==> src/rtl/stream_counter_pkg.sv <==
// stream_counter_pkg: count mode type and shared wrap/saturate next-count helpers
package stream_counter_pkg;
  typedef enum logic {CNT_WRAP, CNT_SAT} cnt_mode_t;
  function automatic int unsigned next_count(input int unsigned cnt, input int unsigned step, input int unsigned max, input cnt_mode_t mode);
    int unsigned sum;
    sum = cnt + step;
    return mode == CNT_SAT ? (sum >= max ? max : sum) : (sum > max ? sum - (max + 1) : sum);
  endfunction
  function automatic logic sat_hit(input int unsigned cnt, input int unsigned step, input int unsigned max, input cnt_mode_t mode);
    return mode == CNT_SAT && cnt + step >= max;
  endfunction
endpackage

==> src/rtl/frame_idx_counter.sv <==
// frame_idx_counter: token index within a frame, wrapping after FRAME_LEN-1
module frame_idx_counter #(
  parameter int FRAME_LEN = 16
) (
  input  logic i_clk,
  input  logic i_rst,
  input  logic i_inc,
  input  logic i_clr,
  output logic o_is_last
);
  localparam int IDX_W = FRAME_LEN > 1 ? $clog2(FRAME_LEN) : 1;
  logic [IDX_W-1:0] r_idx;
  assign o_is_last = r_idx == IDX_W'(FRAME_LEN - 1);
  always_ff @(posedge i_clk or posedge i_rst)
    if (i_rst) r_idx <= '0;
    else if (i_clr) r_idx <= '0;
    else if (i_inc) r_idx <= o_is_last ? '0 : r_idx + 1'b1;
endmodule

==> src/rtl/stream_counter_gen.sv <==
// stream_counter_gen: valid/ready counter stream with wrap/saturate, frame marking and backpressure
module stream_counter_gen
  import stream_counter_pkg::*;
#(
  parameter int        DATA_W    = 8,
  parameter int        CNT_MAX   = 255,
  parameter int        STEP      = 1,
  parameter cnt_mode_t MODE      = CNT_WRAP,
  parameter int        FRAME_LEN = 16
) (
  input  logic              i_clk,
  input  logic              i_rst,
  input  logic              i_clr,
  input  logic              i_dv,
  output logic              o_ready,
  output logic [DATA_W-1:0] o_data,
  output logic              o_dv,
  output logic              o_last,
  input  logic              i_ready,
  output logic              o_sat
);
  if (CNT_MAX < 1 || CNT_MAX > (1 << DATA_W) - 1) begin : g_bad_max
    $error("CNT_MAX out of range");
  end
  if (STEP < 1 || STEP > CNT_MAX) begin : g_bad_step
    $error("STEP out of range");
  end
  if (FRAME_LEN < 1) begin : g_bad_frame
    $error("FRAME_LEN out of range");
  end
  logic [DATA_W-1:0] r_cnt;
  logic [DATA_W-1:0] w_next;
  logic              w_accept;
  logic              w_is_last;
  logic              w_sat_hit;
  assign o_ready   = !o_dv || i_ready;
  assign w_accept  = i_dv && o_ready && !i_clr;
  assign w_next    = DATA_W'(next_count(32'(r_cnt), STEP, CNT_MAX, MODE));
  assign w_sat_hit = sat_hit(32'(r_cnt), STEP, CNT_MAX, MODE);
  frame_idx_counter #(.FRAME_LEN(FRAME_LEN)) u_frame (
    .i_clk    (i_clk),
    .i_rst    (i_rst),
    .i_inc    (w_accept),
    .i_clr    (i_clr),
    .o_is_last(w_is_last)
  );
  always_ff @(posedge i_clk or posedge i_rst)
    if (i_rst) begin
      r_cnt  <= '0;
      o_data <= '0;
      o_dv   <= 1'b0;
      o_last <= 1'b0;
      o_sat  <= 1'b0;
    end else if (i_clr) begin
      r_cnt  <= '0;
      o_data <= '0;
      o_dv   <= 1'b0;
      o_last <= 1'b0;
      o_sat  <= 1'b0;
    end else if (w_accept) begin
      r_cnt  <= w_next;
      o_data <= r_cnt;
      o_dv   <= 1'b1;
      o_last <= w_is_last;
      o_sat  <= o_sat || w_sat_hit;
    end else if (o_dv && i_ready) o_dv <= 1'b0;
endmodule

==> config.mk <==
export PLATFORM = sky130hd
export DESIGN_NAME = stream_counter_gen
export DESIGN_NICKNAME = d
export VERILOG_FILES = /design/src/rtl/stream_counter_pkg.sv /design/src/rtl/frame_idx_counter.sv /design/src/rtl/stream_counter_gen.sv
export SDC_FILE = /design/constraint.sdc
export NUM_CORES = 1
export LEC_CHECK = 0
export ABC_AREA = 1
export CORE_AREA = 5 5 71 73
export DETAILED_ROUTE_END_ITERATION = 6
export DIE_AREA = 0 0 76 78
export HOLD_SLACK_MARGIN = 0.12
export MAX_ROUTING_LAYER = met4
export PLACE_DENSITY_LB_ADDON = 0.3
export SETUP_SLACK_MARGIN = 0.3
export SLEW_MARGIN = 20
export SYNTH_ARGS = -nofsm -noshare
export SYNTH_HDL_FRONTEND = slang
export SYNTH_SLANG_ARGS = --single-unit
==> constraint.sdc <==
create_clock -name i_clk -period 1.2 [get_ports i_clk]
set_input_delay 0.24 -clock i_clk [delete_from_list [all_inputs] [get_ports i_clk]]
set_output_delay 0.24 -clock i_clk [all_outputs]
set_load 0.02 [all_outputs]
==> results.json, run 1 <==
{
  "gr-total-overflow": 0,
  "setup_viol": 0,
  "power_mw": 1.70,
  "max_freq_mhz": 863,
  "power_density_nw_per_um2": 1060,
  "synth.avg_cell_area_um2": 8.94,
  "drc": 0,
  "fin_util_pct": 37.4,
  "synth.top_cell.area_share_pct": 52.2,
  "maxCapViolations": 0,
  "htree_levels": 1,
  "synthesis.area_um2": 1050,
  "seq_area_frac_synth_pct": 52.2,
  "peakVddDrop_uv": 335,
  "fill_cells": 433,
  "die_w_um": 76,
  "critical_path_class": "reg -> out",
  "skew_ns": 0.00405,
  "first_pass_iters": 4,
  "gp_congestion": 0.959,
  "wire_per_inst_um": 12.3,
  "die_h_um": 78,
  "clkTransAtPathRegs_ns": 0.08,
  "cts_tree": "built",
  "p_leak_nw": 0.770,
  "worst_path_max_delay_cell": "dfrtp_2",
  "start_kind": "register",
  "rsz0062_at_grt": "true",
  "path_depth": 2,
  "antenna_cells": 0,
  "period_minus_slack_ns": 1.16,
  "r2r-end": "r_cnt[5]",
  "grt_max_degree": 23,
  "clk_latency_ns": 0.26,
  "rows": 24,
  "synth_cells": 118,
  "required_ns": 0.96,
  "dr.first_iter.drc_count": 42,
  "slowest_delay_ns": 0.45,
  "start_util_pct": 24.6,
  "timing.final.max_slew_violations": 0,
  "worstPathCellList": "nand2_4, buf_4",
  "ys_types": 23,
  "hold_buffers": 0,
  "crit_family": "flip-flops",
  "yosysWarnings": 0,
  "drive_above_1_share_pct": 41.3,
  "rr_worst_depth": 6,
  "place_hpwl_um": 1680,
  "antenna_found_initial": 0,
  "cts_root_buf": "clkbuf_8",
  "status": "finished, final reports clean",
  "syn_nets": 125,
  "syn2layout_area_growth_pct": 52.3,
  "synth_top_cell_by_area": "dfrtp_1",
  "numPortBuffers": 15,
  "seq_area_um2": 553,
  "cts.sinks": 22,
  "fp.coreArea_um2": 4290,
  "track_usage_pct": 9.23,
  "synth_seq_cells": 22,
  "multi_input_area_um2": 520,
  "hold_violations": 0,
  "endpoint": "o_ready",
  "finalCritPeriodShare_pct": 96.5,
  "rrSetupSlack_ns": 0.05,
  "clk_path_buf_depth": 2,
  "grt_pass1_vias": 972,
  "cts_made_buffers": 3,
  "rr_startpoint": "o_dv",
  "grt_pass1_wl_um": 4450,
  "startpoint": "o_dv",
  "drt_wl_total_um": 2540,
  "cp_max_fo": 3,
  "nNetsFinal": 163,
  "die_area_um2": 5930,
  "synth_edf_count": 0,
  "critical_path_buf_inv_count": 1,
  "drtAntennaViolNets": 0,
  "synth_ff_type": "dfrtp_1",
  "routed-via-count": 924,
  "synth_area_leaders": "dfrtp_1, nand2_1, nor2_1",
  "holdCritPathClass": "in -> async",
  "synthArstFlopShare_pct": 100,
  "critPathArrivalTime_ns": 0.92,
  "critPathCaptureType": "primary output",
  "viasPerCell": 4.46,
  "pin_count": 17
}
metrics by stage:
stage / TNS (ns) / hold WS (ns) / cell area [um^2] / instances / setup slack [ns]
after floorplan: 0 / 0.229 / 1060 / 118 / 0.110
after global placement: -6.44 / 0.462 / 1310 / 188 / -0.457
after CTS: 0 / 0.310 / 1540 / 202 / 0.0298
after global routing: -0.114 / 0.319 / 1610 / 207 / -0.0265
after detailed placement: -6.81 / 0.468 / 1310 / 188 / -0.467
final: 0 / 0.306 / 1610 / 207 / 0.0419
final cells by class:
class,instances,area share [%]
Inverter,9,2.49
Multi-Input combinational cell,86,32.4
Clock inverter,1,1.87
Timing Repair Buffer,34,22.2
Sequential cell,22,34.4
Clock buffer,3,2.57
Tap cell,52,4.05
worst register-to-register path, cell delays in order, from the launching register on:
cell and delay (ns):
dfrtp_2 0.45, a21oi_4 0.18, buf_6 0.12, buf_6 0.09
nand4_1 0.07, nand2_1 0.09, nor2_2 0.04
cells in the final DEF, fill, tap and decap left out, drive strengths merged, types with 2 or more instances in the layout:
cell type    instances
nand2               41
dlygate4sd2          2
inv                  8
nor3                 2
dfrtp               22
nand4                3
a21oi                6
o21ai               11
ha                   2
clkbuf               3
nor2                14
nand3                4
buf                 30
synth_stat cells, types with 2 or more instances:
cell type	instances
nand2_1	36
dfrtp_1	22
nor2_1	11
inv_1	7
a21oi_1	5
o21ai_1	5
nand3_1	4
nand2_2	3
nand4_1	3
o21ai_0	3
o21ai_2	3
ha_1	2
inv_2	2
nand2_4	2
nor3_1	2
repair_timing:
item | CTS | global route
gates cloned | 2 | 0
endpoints found under the hold margin | 0 | 0
setup endpoints to repair | 32 | 32
resized for setup | 82 | 7
setup buffers | 8 | 5
pin swaps | 5 | 8
routing by layer:
metal  track usage (%)  vias up  wire [um]
li1                  -      451          -
met1              9.40      449       1030
met2              17.5       22       1400
met3              2.43        2         99
met4              2.14        0         12
met5                 -        -          0
how the worst min path moves through the flow:
stage,from,end,cells past startpoint
after floorplan,i_rst,o_data[0],1
after global routing,i_rst,r_cnt[2],3
after global placement,o_data[1],o_data[1],2
after detailed placement,o_data[7],o_data[7],2
final,i_rst,r_cnt[2],3
after CTS,i_rst,o_last,3
cells by family after synthesis:
logic type | after synthesis | share of synthesized area [%]
compound gates | 17 | 10.2
xor+xnor | 2 | 1.66
fa+ha+maj | 2 | 2.37
buf+inv | 11 | 4.98
flops | 22 | 52.2
other cells | 1 | 0.356
simple gates | 63 | 28.2
state kept, by name (all words and copies together) (netlist names):
register	cells
o_data	8
o_dv	1
o_last	1
r_cnt	8
u_frame.r_idx	4
power by group:
group          internal [mW]  leakage [nW]  switching, mW
clock network          0.445        0.0357          0.244
registers              0.758         0.301         0.0228
logic                  0.105         0.434          0.121
(Power assumes the default switching activity.)
==> inputs of run 2 (changes only) <==
ABC_AREA = default   (was 1)
CORE_AREA = 10 10 78 80   (was 5 5 71 73)
DIE_AREA = 0 0 88 90   (was 0 0 76 78)
==> run 2 against run 1 <==
Compared with the run above:
- the flow now finishes with violations (setup timing)
- first-iteration DRC count is 4.8% higher
- maximum frequency is 20% lower
- via count is 18% higher
- cell count is 6.8% higher
- worst setup slack worse by 0.28 ns
- count of clock-buffer cells in the layout is 1 higher
- synthesized cell count is 0.85% lower
- sequential share of layout area is 5.6 points lower
- utilization is 4.4 points higher
- clock power is 21% lower
- critical endpoint is now r_cnt[3]
==> results.json, run 2 <==
{
  "grt_pass1_wl_um": 5270,
  "r2r-end": "r_cnt[3]",
  "place_inst": 199,
  "synth_most_common_cell": "dfrtp_1",
  "pre_cts_ws_ns": -0.516,
  "seq_area_frac_synth_pct": 49.2,
  "fill_cells": 439,
  "track_usage_pct": 8.35,
  "crit_top_cell": "buf_6",
  "clk_latency_ns": 0.27,
  "dpl-instance-area_um2": 1480,
  "rr_worst_depth": 5,
  "rrSetupSlack_ns": -0.24,
  "stdcell_area_um2": 1920,
  "cts_root_buf": "clkbuf_8",
  "finalCritPeriodShare_pct": 120,
  "drive_above_1_share_pct": 59.3,
  "cts.sinks": 22,
  "start_kind": "register",
  "critPathCaptureType": "register",
  "rsz0062_at_grt": "true",
  "multi_input_area_um2": 683,
  "grt_pass1_vias": 1065,
  "synthArstFlopShare_pct": 100,
  "die_w_um": 88,
  "syn_nets": 124,
  "cts_tree": "built",
  "pin_count": 17,
  "synth.top_cell.area_share_pct": 49.2,
  "critPathArrivalTime_ns": 1.64,
  "worst_path_max_delay_cell": "or4_4",
  "hold_buffers": 0,
  "synth_ff_type": "dfrtp_1",
  "timing.final.max_slew_violations": 0,
  "synth_cells": 117,
  "hold_ws_ns": 0.299,
  "cts_made_buffers": 3,
  "required_ns": 1.40,
  "seq_area_um2": 553,
  "layout_common_cells": "buf_4, dfrtp_1, buf_6",
  "antenna_found_initial": 0,
  "fin_util_pct": 41.8,
  "final_cells": 221,
  "clkTransAtPathRegs_ns": 0.08,
  "max_freq_mhz": 695,
  "rr_startpoint": "r_cnt[0]",
  "period_minus_slack_ns": 1.44,
  "nNetsFinal": 175,
  "die_h_um": 90,
  "synth_edf_count": 0,
  "rows": 25,
  "drc": 0,
  "startpoint": "r_cnt[0]",
  "worstPathCellList": "buf_6, nand3_4, buf_6, or4_4, a21oi_2",
  "skew_ns": 0.00195,
  "clk_path_buf_depth": 2,
  "htree_levels": 1,
  "cp_max_fo": 3,
  "gr-total-overflow": 0,
  "power_density_nw_per_um2": 828,
  "drtAntennaViolNets": 0,
  "maxCapViolations": 0,
  "layout_commonest_cell": "buf_4",
  "syn2layout_area_growth_pct": 71.5,
  "setup_viol": 21,
  "fp.coreArea_um2": 4600,
  "endpoint": "r_cnt[3]",
  "ys_types": 30,
  "routed-via-count": 1094,
  "critical_path_class": "reg -> reg",
  "start_util_pct": 24.4,
  "holdCritPathClass": "in -> async",
  "p_leak_nw": 0.805,
  "dr.first_iter.drc_count": 44,
  "place_hpwl_um": 1990,
  "synth_area_leaders": "dfrtp_1, a21oi_1, o21ai_1",
  "yosysWarnings": 0,
  "numPortBuffers": 15,
  "viasPerCell": 4.95,
  "drt_wl_total_um": 3300,
  "synth_seq_cells": 22,
  "tns_ns": -1.85,
  "reg.largest.list": "o_data: 8 flops, r_cnt: 8 flops, u_frame.r_idx: 4 flops",
  "antenna_cells": 0,
  "die_area_um2": 7920,
  "slowest_delay_ns": 0.48,
  "peakVddDrop_uv": 339,
  "synth.avg_cell_area_um2": 9.57,
  "synth_common_cells": "dfrtp_1, a21oi_1, o21ai_1",
  "hold_violations": 0,
  "worst_slack_ns": -0.239,
  "gp_congestion": 0.687,
  "wire_per_inst_um": 14.9,
  "grt_max_degree": 23,
  "synth_top_cell_by_area": "dfrtp_1",
  "violations": "setup timing",
  "first_pass_iters": 4,
  "power_mw": 1.59,
  "status": "finished with violations",
  "synthesis.area_um2": 1120
}
run 2: cell count changes after synthesis, moves of 5 or more:
cell	before	now
nand3_1	4	12
a21oi_1	5	17
inv_1	7	2
nand2_1	36	2
o21ai_1	5	13
nor2b_1	0	5
nor2_1	11	4
run 2: power by group:
part | switching, mW | total (mW) | internal, mW | leakage [nW]
sequential | 0.0152 | 0.771 | 0.756 | 0.301
clock | 0.253 | 0.547 | 0.293 | 0.0288
combinational | 0.144 | 0.272 | 0.128 | 0.475
run 2: how the worst min path moves through the flow:
stage,start,endpoint,slack (ns),cells past startpoint
global route,i_rst,o_data[7],0.33,3
floorplan,i_rst,o_data[0],0.23,1
finish,i_rst,o_data[4],0.30,3
CTS,i_rst,o_data[7],0.31,3
global placement,o_data[2],o_data[2],0.53,2
detailed placement,o_data[2],o_data[2],0.54,2
run 2: metal layers:
layer / global-route usage, % / routed length (um)
met1: 10.3 / 1430
met2: 12.8 / 1700
met3: 1.35 / 110
met4: 3.99 / 59
met5: - / 0
run 2: worst max-delay path: cells and delay by family (launching register included):
| kind | cells | cell delay (ns) |
|---|---|---|
| AOI/OAI and AO/OA | 1 | 0.12 |
| and+or+nand+nor | 2 | 0.56 |
| buffers and inverters | 2 | 0.26 |
| DFF | 1 | 0.43 |
run 2: final cells by class:
cell class / count / share of cell area [%]
Multi-Input combinational cell: 80 / 35.6
Timing Repair Buffer: 56 / 27.9
Inverter: 5 / 1.37
Clock buffer: 4 / 2.87
Sequential cell: 22 / 28.8
Tap cell: 54 / 3.52
run 2: repair_timing:
| action | in CTS | in global routing |
|---|---|---|
| gates resized for setup | 88 | 36 |
| setup endpoints to repair | 33 | 33 |
| pin swaps | 8 | 19 |
| setup buffers | 5 | 13 |
run 2: cell families (layout without fill, tap and decap cells):
| group | count (synthesis) | count (layout) | synth area share, % |
|---|---|---|---|
| buf+inv | 15 | 65 | 7.71 |
| simple gates | 38 | 38 | 19.6 |
| flops | 22 | 22 | 49.2 |
| fa+ha+maj | 2 | 2 | 2.23 |
| mux | 4 | 4 | 4.02 |
| compound gates | 35 | 35 | 17.0 |
| other cells | 1 | 1 | 0.335 |
==> inputs of run 3 (changes only) <==
SETUP_SLACK_MARGIN = default   (was 0.3)
==> run 3 against run 2 <==
Compared with the run above:
- the flow still finishes with violations (setup timing)
- register-to-register slack improved by 0.04 ns
- combinational power down 12%
- utilization shrank 5.0 points
- sequential cell count unchanged
==> results.json, run 3 (synthesis gave the netlist of run 2 again) <==
{
  "fill_cells": 456,
  "cts_tree": "built",
  "maxCapViolations": 0,
  "gr-total-overflow": 0,
  "p_leak_nw": 0.716,
  "gp_congestion": 0.798,
  "die_h_um": 90,
  "clk_latency_ns": 0.27,
  "setup_viol": 11,
  "rrSetupSlack_ns": -0.20,
  "dr.first_iter.drc_count": 68,
  "numPortBuffers": 15,
  "fp.coreArea_um2": 4600,
  "layout_commonest_cell": "dfrtp_1",
  "period_minus_slack_ns": 1.40,
  "pin_count": 17,
  "drc": 0,
  "peakVddDrop_uv": 332,
  "antenna_cells": 0,
  "antenna_found_initial": 0,
  "holdCritPathClass": "in -> async",
  "skew_ns": 0.00290,
  "critPathArrivalTime_ns": 1.56,
  "startpoint": "o_dv",
  "layout_common_cells": "dfrtp_1, buf_4, o21ai_1, a21oi_1",
  "rsz0062_at_grt": "true",
  "max_freq_mhz": 714,
  "routed-via-count": 1015,
  "final_cells": 207,
  "required_ns": 1.36,
  "cp_max_fo": 7,
  "rows": 25,
  "clkTransAtPathRegs_ns": 0.08,
  "start_util_pct": 24.4,
  "critical_path_class": "reg -> reg",
  "syn2layout_area_growth_pct": 50.8,
  "finalCritPeriodShare_pct": 117,
  "die_w_um": 88,
  "pre_cts_ws_ns": -0.509,
  "r2r-end": "r_cnt[4]",
  "start_kind": "register",
  "grt_pass1_vias": 1083,
  "grt_pass1_wl_um": 5110,
  "place_inst": 199,
  "drt_wl_total_um": 3030,
  "place_hpwl_um": 2110,
  "drive_above_1_share_pct": 51.0,
  "wire_per_inst_um": 14.6,
  "cts_root_buf": "clkbuf_8",
  "cts.sinks": 22,
  "power_density_nw_per_um2": 921,
  "critPathCaptureType": "register",
  "worst_slack_ns": -0.200,
  "die_area_um2": 7920,
  "grt_max_degree": 23,
  "rr_startpoint": "o_dv",
  "violations": "setup timing",
  "drtAntennaViolNets": 0,
  "cts_made_buffers": 3,
  "hold_buffers": 0,
  "rr_worst_depth": 4,
  "track_usage_pct": 8.04,
  "clk_path_buf_depth": 2,
  "hold_violations": 0,
  "reg.largest.list": "o_data: 8 flops, r_cnt: 8 flops, u_frame.r_idx: 4 flops",
  "nNetsFinal": 161,
  "timing.final.max_slew_violations": 0,
  "htree_levels": 1,
  "status": "finished with violations",
  "viasPerCell": 4.90,
  "first_pass_iters": 6
}
==> run 3: area by class of cell <==
class	count	area (um^2)	area share [%]
Inverter	5	26.3	1.56
Multi-Input combinational cell	80	623	36.9
Clock buffer	4	55.1	3.26
Timing Repair Buffer	42	364	21.6
Tap cell	54	67.6	4.00
Sequential cell	22	553	32.7
==> run 3: through the flow <==
| step | TNS (ns) | hold slack, ns | power (mW) | utilization, % | cell area, um^2 |
|---|---|---|---|---|---|
| final | -1.50 | 0.289 | 1.56 | 36.7 | 1690 |
| after global routing | -2.26 | 0.344 | 1.63 | 36.7 | 1690 |
| after detailed placement | -7.88 | 0.539 | 0.977 | 32.1 | 1480 |
| after CTS | -1.51 | 0.301 | 1.53 | 34.9 | 1610 |
| after floorplan | -1.64 | 0.229 | 0.887 | - | 1150 |
| after global placement | -7.54 | 0.535 | 0.970 | 32.1 | 1480 |
==> run 3: worst max-delay path by stage <==
stage                     slack [ns]  cells after the start        to
after floorplan                -0.20                      5  r_cnt[4]
after global placement         -0.51                      4   o_ready
after detailed placement       -0.51                      4   o_ready
after CTS                      -0.21                      3  r_cnt[7]
after global routing           -0.27                      4  r_cnt[2]
final                          -0.20                      4  r_cnt[4]
==> run 3: power by group <==
part	switching [mW]	internal, mW
logic	0.133	0.106
registers	0.0118	0.755
clock network	0.256	0.293
==> run 3: timing repair <==
action | in CTS | in global routing
cloned | 0 | 1
resized for setup | 43 | 35
endpoints found under the setup margin | 27 | 26
pin swaps | 7 | 11
buffers inserted | 2 | 1
==> run 3: critical path: stages, from the launching register on <==
cell	delay (ns)
dfrtp_2	0.40
nor2b_4	0.14
buf_6	0.14
nor4_4	0.28
mux2_4	0.32
==> run 3: metal layers <==
layer	share of wire [%]	vias up	global-route usage, %	routed length (um)
met1	45	499	9.83	1370
li1	-	492	-	-
met2	50	18	12.3	1500
met4	2.0	0	4.26	61
met3	3.0	6	1.26	92
met5	0	-	-	0
